--- config.mk ---
export PLATFORM = sky130hd
export DESIGN_NAME = difftest_commit_arbiter
export DESIGN_NICKNAME = d
export VERILOG_FILES = /design/src/rtl/difftest_commit_arbiter.sv
export SDC_FILE = /design/constraint.sdc
export NUM_CORES = 1
export LEC_CHECK = 0
export ABC_AREA = 1
export CAP_MARGIN = 20
export CORE_AREA = 2 2 267 269
export DETAILED_ROUTE_END_ITERATION = 10
export DIE_AREA = 0 0 269 271
export GPL_ROUTABILITY_DRIVEN = 0
export PLACE_DENSITY = 0.49
export SLEW_MARGIN = 20
export SYNTH_ARGS = -nofsm -noshare
export SYNTH_HDL_FRONTEND = slang
export SYNTH_SLANG_ARGS = --single-unit
--- constraint.sdc ---
create_clock -name clk -period 5.8 [get_ports clk]
set_input_delay 1.16 -clock clk [delete_from_list [all_inputs] [get_ports clk]]
set_output_delay 1.16 -clock clk [all_outputs]
set_load 0.005 [all_outputs]
--- src/rtl/difftest_commit_arbiter.sv ---
// Round-robin arbiter sharing one difftest FIFO write port among NUM_SRC trace sources; optional stats via DIFFTEST_ARB_STATS_EN.
// Latency: handshake to registered FIFO write is 1 cycle, 1 record/cycle.
// Backpressure: ready drops same cycle on almost-full/full, stall_dut held >= MIN_STALL cycles, DRAIN sinks all traffic.
module difftest_commit_arbiter #(
  parameter int NUM_SRC   = 4,
  parameter int DATA_W    = 128,
  parameter int MIN_STALL = 10
) (
  input  logic                        clk,
  input  logic                        reset,
  input  logic                        enable,
  input  logic                        drain,
  input  logic [NUM_SRC-1:0]          src_valid,
  input  logic [NUM_SRC*DATA_W-1:0]   src_data,
  output logic [NUM_SRC-1:0]          src_ready,
  input  logic                        fifo_almost_full,
  input  logic                        fifo_full,
  output logic                        fifo_wr_en,
  output logic [DATA_W-1:0]           fifo_wr_data,
  output logic [2:0]                  fifo_wr_src,
  output logic                        stall_dut,
  output logic [31:0]                 drop_count,
  output logic [1:0]                  debug_state
`ifdef DIFFTEST_ARB_STATS_EN
  ,
  output logic [NUM_SRC*32-1:0]       grant_count,
  output logic [31:0]                 stall_cycles
`endif
);

  typedef enum logic [1:0] {
    S_IDLE  = 2'd0,
    S_RUN   = 2'd1,
    S_DRAIN = 2'd2
  } state_e;

  localparam int CNT_W = $clog2(MIN_STALL + 1);
  localparam logic [CNT_W-1:0] STALL_MAX = CNT_W'(MIN_STALL);

  state_e              state_q, state_d;
  logic [2:0]          rr_ptr_q, rr_ptr_d;
  logic                wr_en_q, wr_en_d;
  logic [DATA_W-1:0]   wr_dat_q, wr_dat_d;
  logic [2:0]          wr_src_q, wr_src_d;
  logic                stall_q, stall_d;
  logic [CNT_W-1:0]    stall_cnt_q, stall_cnt_d;
  logic [31:0]         drop_q, drop_d;

  // Records padded to 8 entries so a 3-bit index is always in range.
  logic [DATA_W-1:0]   rec [8];
  logic [7:0]          valid_ext;
  logic [3:0]          cand;
  logic [3:0]          pop;
  logic [3:0]          drop_inc;
  logic [32:0]         drop_sum;
  logic                grant_vld;
  logic [2:0]          grant_idx;
  logic                run_ok;
  logic                hs_fire;
  logic                stall_trig;

  for (genvar i = 0; i < 8; i++) begin : g_rec
    if (i < NUM_SRC) begin : g_used
      assign rec[i] = src_data[i*DATA_W +: DATA_W];
    end else begin : g_pad
      assign rec[i] = '0;
    end
  end

  assign valid_ext = 8'(src_valid);

  always_comb begin
    state_d = state_q;
    case (state_q)
      S_IDLE:  if (drain) state_d = S_DRAIN; else if (enable) state_d = S_RUN;
      S_RUN:   if (drain) state_d = S_DRAIN; else if (!enable) state_d = S_IDLE;
      S_DRAIN: state_d = S_DRAIN;
      default: state_d = S_IDLE;
    endcase
  end

  always_comb begin
    grant_vld = 1'b0;
    grant_idx = '0;
    cand      = '0;
    for (int k = 0; k < NUM_SRC; k++) begin
      cand = {1'b0, rr_ptr_q} + 4'(k);
      if (cand >= 4'(NUM_SRC)) cand = cand - 4'(NUM_SRC);
      if (!grant_vld && valid_ext[cand[2:0]]) begin
        grant_vld = 1'b1;
        grant_idx = cand[2:0];
      end
    end
  end

  assign run_ok  = (state_q == S_RUN) && !fifo_almost_full && !fifo_full;
  assign hs_fire = run_ok && grant_vld;

  always_comb begin
    src_ready = '0;
    if (state_q == S_DRAIN) begin
      src_ready = '1;
    end else if (hs_fire) begin
      src_ready = NUM_SRC'(1) << grant_idx;
    end
  end

  // A handshake coinciding with drain is accepted but discarded.
  always_comb begin
    wr_en_d  = hs_fire && !drain;
    wr_dat_d = wr_dat_q;
    wr_src_d = wr_src_q;
    rr_ptr_d = rr_ptr_q;
    if (wr_en_d) begin
      wr_dat_d = rec[grant_idx];
      wr_src_d = grant_idx;
      rr_ptr_d = (grant_idx == 3'(NUM_SRC - 1)) ? 3'd0 : grant_idx + 3'd1;
    end
  end

  always_comb begin
    pop = '0;
    for (int k = 0; k < NUM_SRC; k++) pop = pop + {3'b000, src_valid[k]};
    drop_inc = '0;
    if (state_q == S_DRAIN) drop_inc = pop;
    else if (hs_fire && drain) drop_inc = 4'd1;
    drop_sum = {1'b0, drop_q} + {29'b0, drop_inc};
    drop_d   = drop_sum[32] ? 32'hFFFF_FFFF : drop_sum[31:0];
  end

  assign stall_trig = (state_q == S_RUN) && fifo_almost_full && (|src_valid);

  always_comb begin
    stall_d     = stall_q;
    stall_cnt_d = stall_cnt_q;
    if (state_d == S_DRAIN) begin
      stall_d     = 1'b0;
      stall_cnt_d = '0;
    end else if (!stall_q) begin
      if (stall_trig) begin
        stall_d     = 1'b1;
        stall_cnt_d = CNT_W'(1);
      end
    end else if (stall_cnt_q == STALL_MAX) begin
      if (!fifo_almost_full) begin
        stall_d     = 1'b0;
        stall_cnt_d = '0;
      end
    end else begin
      stall_cnt_d = stall_cnt_q + CNT_W'(1);
    end
  end

  always_ff @(posedge clk or posedge reset) begin
    if (reset) begin
      state_q     <= S_IDLE;
      rr_ptr_q    <= '0;
      wr_en_q     <= 1'b0;
      wr_dat_q    <= '0;
      wr_src_q    <= '0;
      stall_q     <= 1'b0;
      stall_cnt_q <= '0;
      drop_q      <= '0;
    end else begin
      state_q     <= state_d;
      rr_ptr_q    <= rr_ptr_d;
      wr_en_q     <= wr_en_d;
      wr_dat_q    <= wr_dat_d;
      wr_src_q    <= wr_src_d;
      stall_q     <= stall_d;
      stall_cnt_q <= stall_cnt_d;
      drop_q      <= drop_d;
    end
  end

  assign fifo_wr_en   = wr_en_q;
  assign fifo_wr_data = wr_dat_q;
  assign fifo_wr_src  = wr_src_q;
  assign stall_dut    = stall_q;
  assign drop_count   = drop_q;
  assign debug_state  = state_q;

`ifdef DIFFTEST_ARB_STATS_EN
  logic [NUM_SRC*32-1:0] grant_cnt_q;
  logic [31:0]           stall_cyc_q;

  always_ff @(posedge clk or posedge reset) begin
    if (reset) begin
      grant_cnt_q <= '0;
      stall_cyc_q <= '0;
    end else begin
      for (int i = 0; i < NUM_SRC; i++) begin
        if (hs_fire && grant_idx == 3'(i) && grant_cnt_q[i*32 +: 32] != 32'hFFFF_FFFF)
          grant_cnt_q[i*32 +: 32] <= grant_cnt_q[i*32 +: 32] + 32'd1;
      end
      if (stall_q && stall_cyc_q != 32'hFFFF_FFFF) stall_cyc_q <= stall_cyc_q + 32'd1;
    end
  end

  assign grant_count  = grant_cnt_q;
  assign stall_cycles = stall_cyc_q;
`endif

endmodule

# Word level (Yosys, flattened, before mapping)
# Cells that the tools add are included.
dict set report totals {
  regBits 174
  in_bits 522
  out_inout_bits 171
  elab_cells 102
}
dict set report op_classes {
  addsub 13
  order_cmp 9
  eq_ne 6
  shift 1
  mux 44
  bitwise 1
  reduce_logical 20
}
# op count
set ops {}
lappend ops {{128-bit binary-select mux with 3-bit select} 1}
lappend ops {{128-bit two-way mux} 2}
lappend ops {{32-bit by 4-bit adder with 33-bit output} 1}
lappend ops {{32-bit two-way mux} 1}
lappend ops {{4-bit two-way mux} 8}
lappend ops {{3-bit two-way mux} 9}
lappend ops {{3-bit by 4-bit less-than comparator with 1-bit output (second input constant)} 4}
lappend ops {{1-bit two-way mux} 14}
lappend ops {{1-bit binary-select mux with 3-bit select} 4}
lappend ops {{4-bit by 3-bit >= comparator with 1-bit output (second input constant)} 3}
lappend ops {{3-bit subtractor (second input constant)} 4}
lappend ops {{1-bit logical AND} 10}
lappend ops {{3-bit by 2-bit adder with 4-bit output (second input constant)} 2}
lappend ops {{2-bit two-way mux} 4}
lappend ops {{1-bit logical NOT} 6}
lappend ops {{2-bit case mux with 3 select lines} 1}
lappend ops {{3-bit by 1-bit adder with 4-bit output} 1}
lappend ops {{3-bit by 1-bit adder with 4-bit output (second input constant)} 1}
lappend ops {{4-bit by 1-bit adder with 4-bit output (second input constant)} 1}
lappend ops {{2-bit == test (second input constant)} 2}
lappend ops {{4-bit == test (second input constant)} 1}
lappend ops {{4-bit >= comparator (second input constant)} 1}
lappend ops {{4-bit != test (second input constant)} 1}
lappend ops {{3-bit inverter with 4-bit output} 1}
lappend ops {{11 further kinds} 11}

# Depth between registers and ports, before layout
# Gate-level depths: netlist (run 1).
dict set report depth {
  word_depth 20
  depth_mapped 26
  mapped_depth_nobuf 25
}

# Worst setup path after synthesis (run 1)
# No wires, ideal clock.
dict set report synth_timing {
  path_type {input-to-reg}
  startpoint {input src_valid[0]}
  endpoint {register drop_q[28], in the netlist drop_count[28]}
  setup_time_ps 121
  t_arrival_ps 3939
  required_ps 5679
  slack_ps 1741
  path_stages 19
  n_path_buf 0
  cell_sequence {fa_1 ha_1 nand3_1 o21ai_0 ha_1 inv_1 fa_1 inv_1 nand2_1 a21oi_1 nand2_1 nor2_1 inv_1 nor2_2 nand2_1 nor2_2 nand2_1 nor2_1 a21oi_1}
}
dict set report synth_via {
  elab_chain_cells 18
  elab_cells_between_ends 27
  classes_between {add/sub (4); mux (15); reduce/logical (8)}
}
# element line
set synth_lines {}
lappend synth_lines {{start: declaration} 13} ;# input logic [NUM_SRC-1:0] src_valid,
lappend synth_lines {{1-bit binary-select mux with 3-bit select} 89} ;# if (!grant_vld && valid_ext[cand[2:0]]) begin
lappend synth_lines {{1-bit two-way mux (implied by the code)} 89}
lappend synth_lines {{1-bit two-way mux} 89}
lappend synth_lines {{1-bit logical NOT} 89}
lappend synth_lines {{1-bit logical AND} 89}
lappend synth_lines {{1-bit two-way mux} 89}
lappend synth_lines {{1-bit logical NOT} 89}
lappend synth_lines {{1-bit logical AND} 89}
lappend synth_lines {{[... 3 more ...]} -}
lappend synth_lines {{1-bit two-way mux} 89}
lappend synth_lines {{1-bit logical AND} 97} ;# assign hs_fire = run_ok && grant_vld;
lappend synth_lines {{1-bit logical AND} 126} ;# else if (hs_fire && drain) drop_inc = 4'd1;
lappend synth_lines {{1-bit two-way mux} 126}
lappend synth_lines {{4-bit two-way mux (*)} 125} ;# if (state_q == S_DRAIN) drop_inc = pop;
lappend synth_lines {{32-bit by 4-bit adder with 33-bit output (*)} 127} ;# drop_sum = {1'b0, drop_q} + {29'b0, drop_inc};
lappend synth_lines {{32-bit two-way mux (*)} 128} ;# drop_d = drop_sum[32] ? 32'hFFFF_FFFF : drop_sum[31:0];
lappend synth_lines {{net drop_d[28]} 47} ;# logic [31:0] drop_q, drop_d;
lappend synth_lines {{end signal: assignment} 172} ;# drop_q <= drop_d;
lappend synth_lines {{end: declaration} 47}
# The timed path passes the listed nets; every way through them passes the cells marked *. The select of a mux whose other input is x is not followed.
# A chain may end at the register's enable or synchronous reset.

# Final worst setup path (run 1)
dict set report layout_timing {
  startpoint {input src_valid[3]}
  endpoint {output src_ready[2]}
}
dict set report layout_via {
  elab_chain_cells 15
  elab_cells_between_ends 26
  classes_between {shift (1); mux (18); reduce/logical (7)}
}
# element line
set layout_lines {}
lappend layout_lines {{1-bit binary-select mux with 3-bit select} 89}
lappend layout_lines {{1-bit two-way mux (implied by the code)} 89}
lappend layout_lines {{1-bit two-way mux} 89}
lappend layout_lines {{1-bit logical NOT} 89}
lappend layout_lines {{1-bit logical AND} 89}
lappend layout_lines {{1-bit two-way mux} 89}
lappend layout_lines {{1-bit logical NOT} 89}
lappend layout_lines {{1-bit logical AND} 89}
lappend layout_lines {{1-bit two-way mux} 89}
lappend layout_lines {{1-bit logical NOT} 89}
lappend layout_lines {{1-bit logical AND} 89}
lappend layout_lines {{3-bit two-way mux / 1-bit two-way mux (equally long branches)} 89}
lappend layout_lines {{1-bit by 3-bit << shifter with 4-bit output / 1-bit logical AND (equally long branches)} {104, 97}}
lappend layout_lines {{4-bit two-way mux (*)} 103} ;# end else if (hs_fire) begin
lappend layout_lines {{4-bit two-way mux (*)} 101} ;# if (state_q == S_DRAIN) begin
lappend layout_lines {{end: declaration} 15} ;# output logic [NUM_SRC-1:0] src_ready,
# Every way passes the cells marked *; elsewhere a longest branch is shown, timed or not. The select of a mux whose other input is x is not followed.

==> flow_summary_export.csv, run 1 <==
group,metric,value,unit
outcome,status,"finished clean",
sta,period_needed,4.85,ns
finish,final_util,0.317,
grt,grt_pass1_wl,93200,um
logic_synthesis,yosysWarningCount,0,
place,io_buffers,692,
routing,firstDrtPassIters,5,
setup_path,start_kind,"primary input",
routing,postRouteAntennaNets,0,
routing,met1_length,25400,um
setup_path,cp_max_fo,42,
sta,hold_violations,0,
logic_synthesis,synth.yosys.seq_area_share,0.316,
place,dp_hpwl,45600,um
routing,wirelength,62400,um
sta,grt_setup_unrepaired,"false",
logic_synthesis,synth_top_area_cell,"dfrtp_1",
place,dp.cells,3854,
routing,wl_met3,4810,um
sta,finClkSkew,0.0164,ns
sta,whs,0.470,ns
logic_synthesis,synth_top_area_share,0.316,
logic_synthesis,synth_edf_count,0,
clock_network,hold_buffers,0,
routing,via_per_inst,4.09,
logic_synthesis,yosys-top-cells-area,"dfrtp_1 (32%), nand2_1 (22%), nand3_1 (19%)",
routing,routed.top_layer,"met5",
finish,final_common_cell,"nand2_1",
sta,tns,0,ns
logic_synthesis,synth_top_flop_cell,"dfrtp_1",
floorplanning,dieArea,72900,um^2
sta,slew_headroom,0.278,
finish,fin_cells,3887,
clock_network,clkTransAtPathRegs,0.09,ns
finish,area_delta_synth_final,60.4,%
routing,drtIter0Drc,709,
clock_network,cts_made_buffers,17,
clock_network,cts_root_buf,"clkbuf_16",
floorplanning,die_w,269,um
routing,met2_length,31100,um
floorplanning,core_area,69800,um^2
pwr,power.leakage,0.0118,uW
floorplanning,rows,97,
finish,drive_above_1_share,0.0373,
worst_hold_path,hp-class,"register to register",
sta,fin_crit_sh,0.836,
logic_synthesis,ys_types,37,
floorplanning,ios,693,
setup_path,crit_required,4.64,ns
grt,grtUsageTotal,0.168,
grt,grt_max_degree,178,
clock_network,tritoncts,"built",
grt,grt_overflow,0,
sta,fmax,206,MHz
sta,finalMaxSlewViolations,0,
setup_path,worstSetupPathType,"primary input to output pin",
sta,setup_viol,0,
pwr,power_density,366,nW/um^2
finish,final_nets,3471,
finish,final_cell_mix,"nand2_1 (807), clkdlybuf4s50_1 (692), inv_1 (530), nand3_1 (526), dfrtp_1 (174)",
clock_network,post-cts-setup-buffers,0,
floorplanning,fp.dieH,271,um
routing,post-route-drc-count,0,
floorplanning,initial_core_util,0.197,
logic_synthesis,synth-seq-cells,174,
routing,vias,15879,
clock_network,clk_latency,0.49,ns
setup_path,cp.arrival,3.69,ns
run,maxCapViolations,0,
logic_synthesis,synthCells,2332,
clock_network,numClockSinks,174,
setup_path,worst_r2r_path_depth,24,
logic_synthesis,syn_area_per_cell,5.90,um^2
pwr,vdd_ir_drop_max,548,uV
clock_network,clk_path_buf_depth,2,
logic_synthesis,synth_fp_nets,2870,
setup_path,end_kind,"output pin",
clock_network,htreeDepth,4,
sta,tightest_slew,1.08,ns
grt,antenna_found_initial,7,
clock_network,ctsResizeCount,0,
worst_hold_path,min_path_cells,2,
finish,fillers,7836,
logic_synthesis,syn_area,13800,um^2
routing,avgRoutedWirePerCell,16.0,um
grt,grt_pass1_vias,15272,
logic_synthesis,synthArstFlopShare,1.00,
## path summary, 6_finish.rpt
path / endpoint / slack, ns / startpoint
max: src_ready[2] / 0.95 / src_valid[3]
min: fifo_wr_src[2] / 0.47 / fifo_wr_src[2]
max reg2reg: drop_count[25] / 1.47 / rr_ptr_q[0]
min reg2reg: fifo_wr_src[2] / 0.47 / fifo_wr_src[2]
max in group asynchronous: fifo_wr_data[120] / 3.43 / reset
min in group asynchronous: fifo_wr_data[111] / 1.14 / reset
## sequential cells by signal, summed over array words and instances, names as in the netlist
name and flops:
fifo_wr_data 128, rr_ptr_q 3, stall_cnt_q 4, fifo_wr_en 1, fifo_wr_src 3, stall_dut 1, drop_count 32, debug_state 2
## synthesized netlist by cell type (4+ instances only)
cell type  count
a21oi_1        4
buf_1          4
buf_2         86
buf_4          6
clkbuf_1      34
dfrtp_1      174
ha_1          14
inv_1        532
nand2_1      807
nand3_1      527
nand4_1        4
nor2_1        25
nor2_2         5
nor3_1        13
nor4_1         5
o21ai_0       11
or2_2         36
xnor2_1        5
xor2_1        12
## report_power, final
group | switching [uW] | leakage [uW] | internal (uW)
logic | 3220 | 0.00916 | 1990
registers | 169 | 0.00234 | 1460
clock network | 648 | 0.000297 | 587
total | 4040 | 0.0118 | 4040
## logic make-up (layout without fill, tap and decap cells)
group,after synthesis,count (layout),share of synthesized area
DFF,174,174,0.316
buffers and inverters,668,1282,0.194
other,0,1,0
muxes,1,1,0.000727
adders and majority gates,16,16,0.0156
AOI/OAI and AO/OA,21,21,0.00872
xor gates and xnor gates,17,17,0.0108
and+or+nand+nor,1435,1435,0.454
## critical path, stage by stage
cell and delay [ns]:
clkdlybuf4s50_1 0.55, inv_1 0.08, nand2_1 0.09, nand3_2 0.10, nand2_1 0.11, inv_2 0.06, nand3_1 0.08, nand2_1 0.08
nor2_4 0.18, nand2_8 0.20, inv_1 0.17, ha_1 0.16, nand3_1 0.07, nand2_1 0.08, clkdlybuf4s50_1 0.52
## metal layers
| layer | up-vias | GRT usage |
|---|---|---|
| met4 | 10 | 0.0431 |
| met2 | 458 | 0.298 |
| met5 | - | 0 |
| met3 | 50 | 0.0516 |
| li1 | 8172 | - |
| met1 | 7189 | 0.194 |
## area by class of cell
type | count | area (um^2) | area share
clock buffer | 17 | 425 | 0.0193
inverter | 535 | 2020 | 0.0914
tap | 940 | 1180 | 0.0532
sequential | 174 | 4350 | 0.197
antenna | 1 | 2.50 | 0.000113
multi-input combinational | 1490 | 6780 | 0.307
clock inverter | 15 | 186 | 0.00844
timing repair buffer | 715 | 7150 | 0.324
## through the flow
step                power [uW]  instance area [um^2]  worst slack (ns)
CTS                       8270                 22100             0.887
global route              8900                 22100             0.621
finish                    8080                 22100             0.950
floorplan                 4990                 13800              1.74
detailed placement        6960                 21500             0.651
global placement          6970                 21500             0.661
Power figures use the tool's default switching activity.
==> run 2, diff against run 1 <==
- PLACE_DENSITY: 0.49 -> 0.47
- clock period: 5.8 -> 4.74 ns (I/O delays scaled with it)
==> run 2 against run 1 <==
Sequential power increased by 23%; via count increased by 0.92%; clock skew increased by 0.0012 ns; sequential cell count unchanged; register-to-register slack got worse by 0.77 ns; combinational power increased by 24%; routed wire length increased by 3.5%; power increased by 23%; count of clock-buffer cells in the layout unchanged; final area increased by 0.48%; core utilization increased by 0.15 points; non-clock buffer count increased by 11.
==> flow_summary_export.csv, run 2 (synthesis gave the netlist of run 1 again) <==
group,metric,value,unit
pwr,p_sw,4990,uW
finish,area_delta_synth_final,61.2,%
clock_network,htreeDepth,4,
setup_path,cp_slowest_stage_delay,0.62,ns
run,maxCapViolations,0,
pwr,power_density,448,nW/um^2
routing,postRouteAntennaNets,0,
routing,vias,16025,
finish,final_util,0.318,
finish,final_cell_mix,"nand2_1 (807), clkdlybuf4s50_1 (692), inv_1 (530), nand3_1 (526), dfrtp_1 (174)",
pwr,clkPwrFrac,0.148,
setup_path,worstSetupPathType,"register to output pin",
setup_path,cp_slowest_cell,"dfrtp_1",
setup_path,cp_common_cell,"nand3_1",
grt,grt_overflow,0,
sta,grt_setup_unrepaired,"false",
routing,post-route-drc-count,0,
setup_path,cp.arrival,3.43,ns
finish,drive_above_1_share,0.0409,
finish,final_nets,3482,
pwr,comb_power_share,0.649,
sta,hold_violations,0,
sta,tns,0,ns
clock_network,clk_latency,0.49,ns
grt,grtUsageTotal,0.173,
clock_network,post-cts-setup-buffers,0,
clock_network,clkTransAtPathRegs,0.08,ns
worst_hold_path,hp-class,"register to register",
sta,fmax,229,MHz
grt,grt_max_degree,174,
place,io_buffers,692,
place,dp_hpwl,47200,um
sta,period_needed,4.38,ns
grt,antenna_found_initial,11,
clock_network,cts_root_buf,"clkbuf_16",
routing,via_per_inst,4.10,
sta,fin_crit_sh,0.923,
floorplanning,ios,693,
clock_network,cts_made_buffers,17,
pwr,switching_share,0.502,
pwr,p_seq_frac,0.202,
sta,slew_headroom,0.312,
clock_network,hold_buffers,0,
setup_path,timing.critical_path.cells,"inv_6, ha_1, inv_1, nand3_1, nand3_1, nand2_2, nor2_4, nand3_1, nand3b_1, ha_1, inv_1, o21ai_0, clkdlybuf4s50_1",
finish,final_common_cell,"nand2_1",
routing,wirelength,64500,um
clock_network,numClockSinks,174,
sta,setup_viol,0,
setup_path,cp_max_fo,9,
routing,drtIter0Drc,790,
grt,grt_pass1_wl,95400,um
routing,avgRoutedWirePerCell,16.5,um
floorplanning,core_area,69800,um^2
sta,finClkSkew,0.0176,ns
pwr,power.leakage,0.0119,uW
grt,grt_pass1_vias,15517,
sta,finalMaxSlewViolations,0,
floorplanning,fp.dieH,271,um
floorplanning,initial_core_util,0.197,
sta,tightest_slew,1.03,ns
clock_network,ctsResizeCount,0,
clock_network,clk_path_buf_depth,2,
pwr,vdd_ir_drop_max,844,uV
floorplanning,dieArea,72900,um^2
outcome,status,"finished clean",
setup_path,end_kind,"output pin",
floorplanning,rows,97,
floorplanning,die_w,269,um
setup_path,start_kind,"register",
clock_network,tritoncts,"built",
finish,largest_register_ffs,128,
pwr,intPower,4950,uW
setup_path,crit_required,3.79,ns
routing,firstDrtPassIters,5,
==> run 2: area by class of cell <==
cell class,count,area [um^2]
clock inverter,15,156
clock buffer,17,425
tap,940,1180
antenna,7,17.5
inverter,535,2020
sequential,174,4350
multi-input combinational,1490,6780
timing repair buffer,726,7270
fill,7827,47600
==> run 2: final timing paths <==
kind	end	cells past startpoint	slack, ns	start
max	src_ready[3]	13	0.36	rr_ptr_q[0]
min	fifo_wr_src[2]	2	0.48	fifo_wr_src[2]
max reg2reg	drop_count[22]	21	0.70	rr_ptr_q[0]
min reg2reg	fifo_wr_src[2]	2	0.48	fifo_wr_src[2]
max in group asynchronous	fifo_wr_data[78]	3	3.24	reset
min in group asynchronous	fifo_wr_data[11]	3	0.94	reset
==> run 2: power by group through the flow <==
stage	Clock [uW]	Combinational (uW)	Sequential, uW
2_1_floorplan	0	4100	2020
3_3_place_gp	0	6570	2040
3_5_place_dp	0	6560	2030
6_report	1470	6450	2010
5_1_grt	1610	7220	2060
4_1_cts	1550	6580	2020
==> run 2: worst max-delay path, delay by kind of cell, from the launching register on <==
kind	cells	cell delay [ns]
AOI/OAI and AO/OA	1	0.19
adders and majority gates	2	0.53
buffers and inverters	4	0.84
DFF	1	0.62
and+or+nand+nor	6	0.76
==> run 2: stage by stage <==
stage | worst slack, ns | std cells | power [uW] | cell area [um^2] | hold slack (ns)
after detailed placement | 0.115 | 3865 | 8590 | 21600 | 0.456
final | 0.364 | 3904 | 9940 | 22200 | 0.477
after global routing | 0.104 | 3902 | 10900 | 22200 | 0.487
after floorplan | 0.893 | 2332 | 6110 | 13800 | 0.460
after CTS | 0.335 | 3897 | 10200 | 22200 | 0.477
after global placement | 0.196 | 3865 | 8610 | 21600 | 0.449
==> run 2: per-layer routing <==
| metal | part of all wire | GRT usage | wire, um | vias to the layer above |
|---|---|---|---|---|
| li1 | - | - | - | 8203 |
| met1 | 0.41 | 0.205 | 26600 | 7263 |
| met2 | 0.49 | 0.300 | 31600 | 482 |
| met3 | 0.077 | 0.0515 | 4970 | 69 |
| met4 | 0.020 | 0.0528 | 1270 | 8 |
| met5 | 0.00085 | 0 | 55 | - |
==> run 3, diff against run 2 <==
- CORE_AREA: 2 2 267 269 -> 2 2 270 272
- DIE_AREA: 0 0 269 271 -> 0 0 272 274
- SKIP_CTS_REPAIR_TIMING: default -> 1
==> run 3 against run 2 <==
Via count is 0.37% higher; die area rose by 2.2%; register-to-register slack is essentially flat; global-route usage is 0.57 points lower; critical endpoint unchanged; final area is essentially flat; sequential power hardly changed; critical path type unchanged.
==> flow_summary_export.csv, run 3 (synthesis gave the netlist of run 1 again) <==
group,metric,value,unit
routing,firstDrtPassIters,5,
setup_path,crit_required,3.79,ns
clock_network,cts_made_buffers,17,
floorplanning,rows,99,
pwr,switching_share,0.503,
sta,finClkSkew,0.0289,ns
sta,grt_setup_unrepaired,"false",
place,dp_hpwl,47300,um
clock_network,tritoncts,"built",
setup_path,start_kind,"register",
sta,tightest_slew,1.13,ns
finish,final_cell_mix,"nand2_1 (807), clkdlybuf4s50_1 (692), inv_1 (530), nand3_1 (526), dfrtp_1 (174)",
finish,final_common_cell,"nand2_1",
setup_path,worstSetupPathType,"register to output pin",
grt,grt_pass1_wl,95400,um
setup_path,end_kind,"output pin",
outcome,status,"finished clean",
clock_network,numClockSinks,174,
finish,final_nets,3479,
grt,grtUsageTotal,0.168,
pwr,power_density,453,nW/um^2
grt,grt_pass1_vias,15481,
finish,area_delta_synth_final,61.2,%
clock_network,cts_root_buf,"clkbuf_16",
routing,via_per_inst,4.11,
floorplanning,fp.dieH,274,um
floorplanning,initial_core_util,0.191,
routing,avgRoutedWirePerCell,16.4,um
pwr,power.leakage,0.0118,uW
place,io_buffers,692,
clock_network,htreeDepth,4,
run,maxCapViolations,0,
sta,whs,0.479,ns
clock_network,clk_path_buf_depth,2,
floorplanning,ios,693,
finish,drive_above_1_share,0.0399,
pwr,vdd_ir_drop_max,656,uV
routing,postRouteAntennaNets,0,
sta,finalMaxSlewViolations,0,
sta,slew_headroom,0.246,
finish,largest_register_ffs,128,
clock_network,clkTransAtPathRegs,0.08,ns
setup_path,cp_max_fo,9,
grt,grt_overflow,0,
clock_network,clk_latency,0.50,ns
grt,antenna_found_initial,9,
pwr,comb_power_share,0.651,
floorplanning,core_area,72000,um^2
sta,hold_violations,0,
floorplanning,dieArea,74500,um^2
grt,grt_max_degree,181,
sta,setup_viol,0,
sta,tns,0,ns
pwr,clkPwrFrac,0.149,
routing,drtIter0Drc,693,
worst_hold_path,hp-class,"register to register",
pwr,p_sw,5060,uW
setup_path,cp.arrival,3.40,ns
routing,vias,16084,
pwr,p_seq_frac,0.200,
routing,post-route-drc-count,0,
sta,fin_crit_sh,0.917,
sta,fmax,230,MHz
routing,wirelength,64100,um
floorplanning,die_w,272,um
sta,period_needed,4.35,ns
pwr,intPower,4990,uW
## run 3: cell types whose count changed in the layout (fill, tap and decap cells not counted), sizes merged
cell,previous run,this run
clkinvlp,4,2
inv,540,543
clkinv,6,5
diode,7,4
buf,34,31
## run 3: per-stage QoR
| step | cells | power (uW) | setup slack [ns] | cell area [um^2] | utilization |
|---|---|---|---|---|---|
| 3_5_place_dp | 3881 | 8660 | 0.144 | 21600 | 0.300 |
| 3_3_place_gp | 3881 | 8700 | 0.140 | 21600 | 0.300 |
| 2_1_floorplan | 2332 | 6110 | 0.893 | 13800 | - |
| 5_1_grt | 3914 | 11000 | 0.0702 | 22200 | 0.308 |
| 6_report | 3917 | 10100 | 0.391 | 22200 | 0.308 |
| 4_1_cts | 3913 | 10200 | 0.333 | 22200 | 0.308 |
## run 3: power groups by stage
stage	sequential, uW	combinational (uW)	clock [uW]
after floorplan	2020	4100	0
after global placement	2040	6670	0
after detailed placement	2040	6630	0
after CTS	2020	6650	1580
after global routing	2060	7340	1620
final	2010	6540	1500
## run 3: path summary, 6_finish.rpt
check                          startpoint                to  slack (ns)  cells after the start
max in group asynchronous           reset  fifo_wr_data[19]        3.04                      3
min in group asynchronous           reset   fifo_wr_data[1]        0.82                      2
hold reg to reg            fifo_wr_src[2]    fifo_wr_src[2]        0.48                      2
setup / recovery              rr_ptr_q[0]      src_ready[3]        0.39                     13
setup reg to reg              rr_ptr_q[0]    drop_count[25]        0.69                     24
hold / removal             fifo_wr_src[2]    fifo_wr_src[2]        0.48                      2
## run 3: critical path, stage by stage, from the launching register on
cell and delay, ns:
dfrtp_1 0.58, inv_6 0.10, ha_1 0.36, inv_1 0.13, nand3_1 0.12, nand3_1 0.15
nand2_2 0.08, nor2_4 0.13, nand3_1 0.13, nand3b_1 0.19, ha_1 0.17, inv_1 0.04
o21ai_0 0.19, clkdlybuf4s50_1 0.55
## run 3: cell type report
class | instances | area (um^2)
fillers | 8055 | 49800
repair buffers | 723 | 7250
multi-input cells | 1490 | 6780
flip-flops and latches | 174 | 4350
inverters | 535 | 2020
well taps | 959 | 1200
clock buffers | 17 | 425
clock inverters | 15 | 165
diodes | 4 | 10.0
## run 3: metal layers
layer  part of all wire  GRT usage  routed length [um]
met1               0.42      0.202               27200
met2               0.48      0.286               30900
met3              0.071     0.0526                4540
met4              0.022     0.0481                1430
met5             0.0011          0                  70
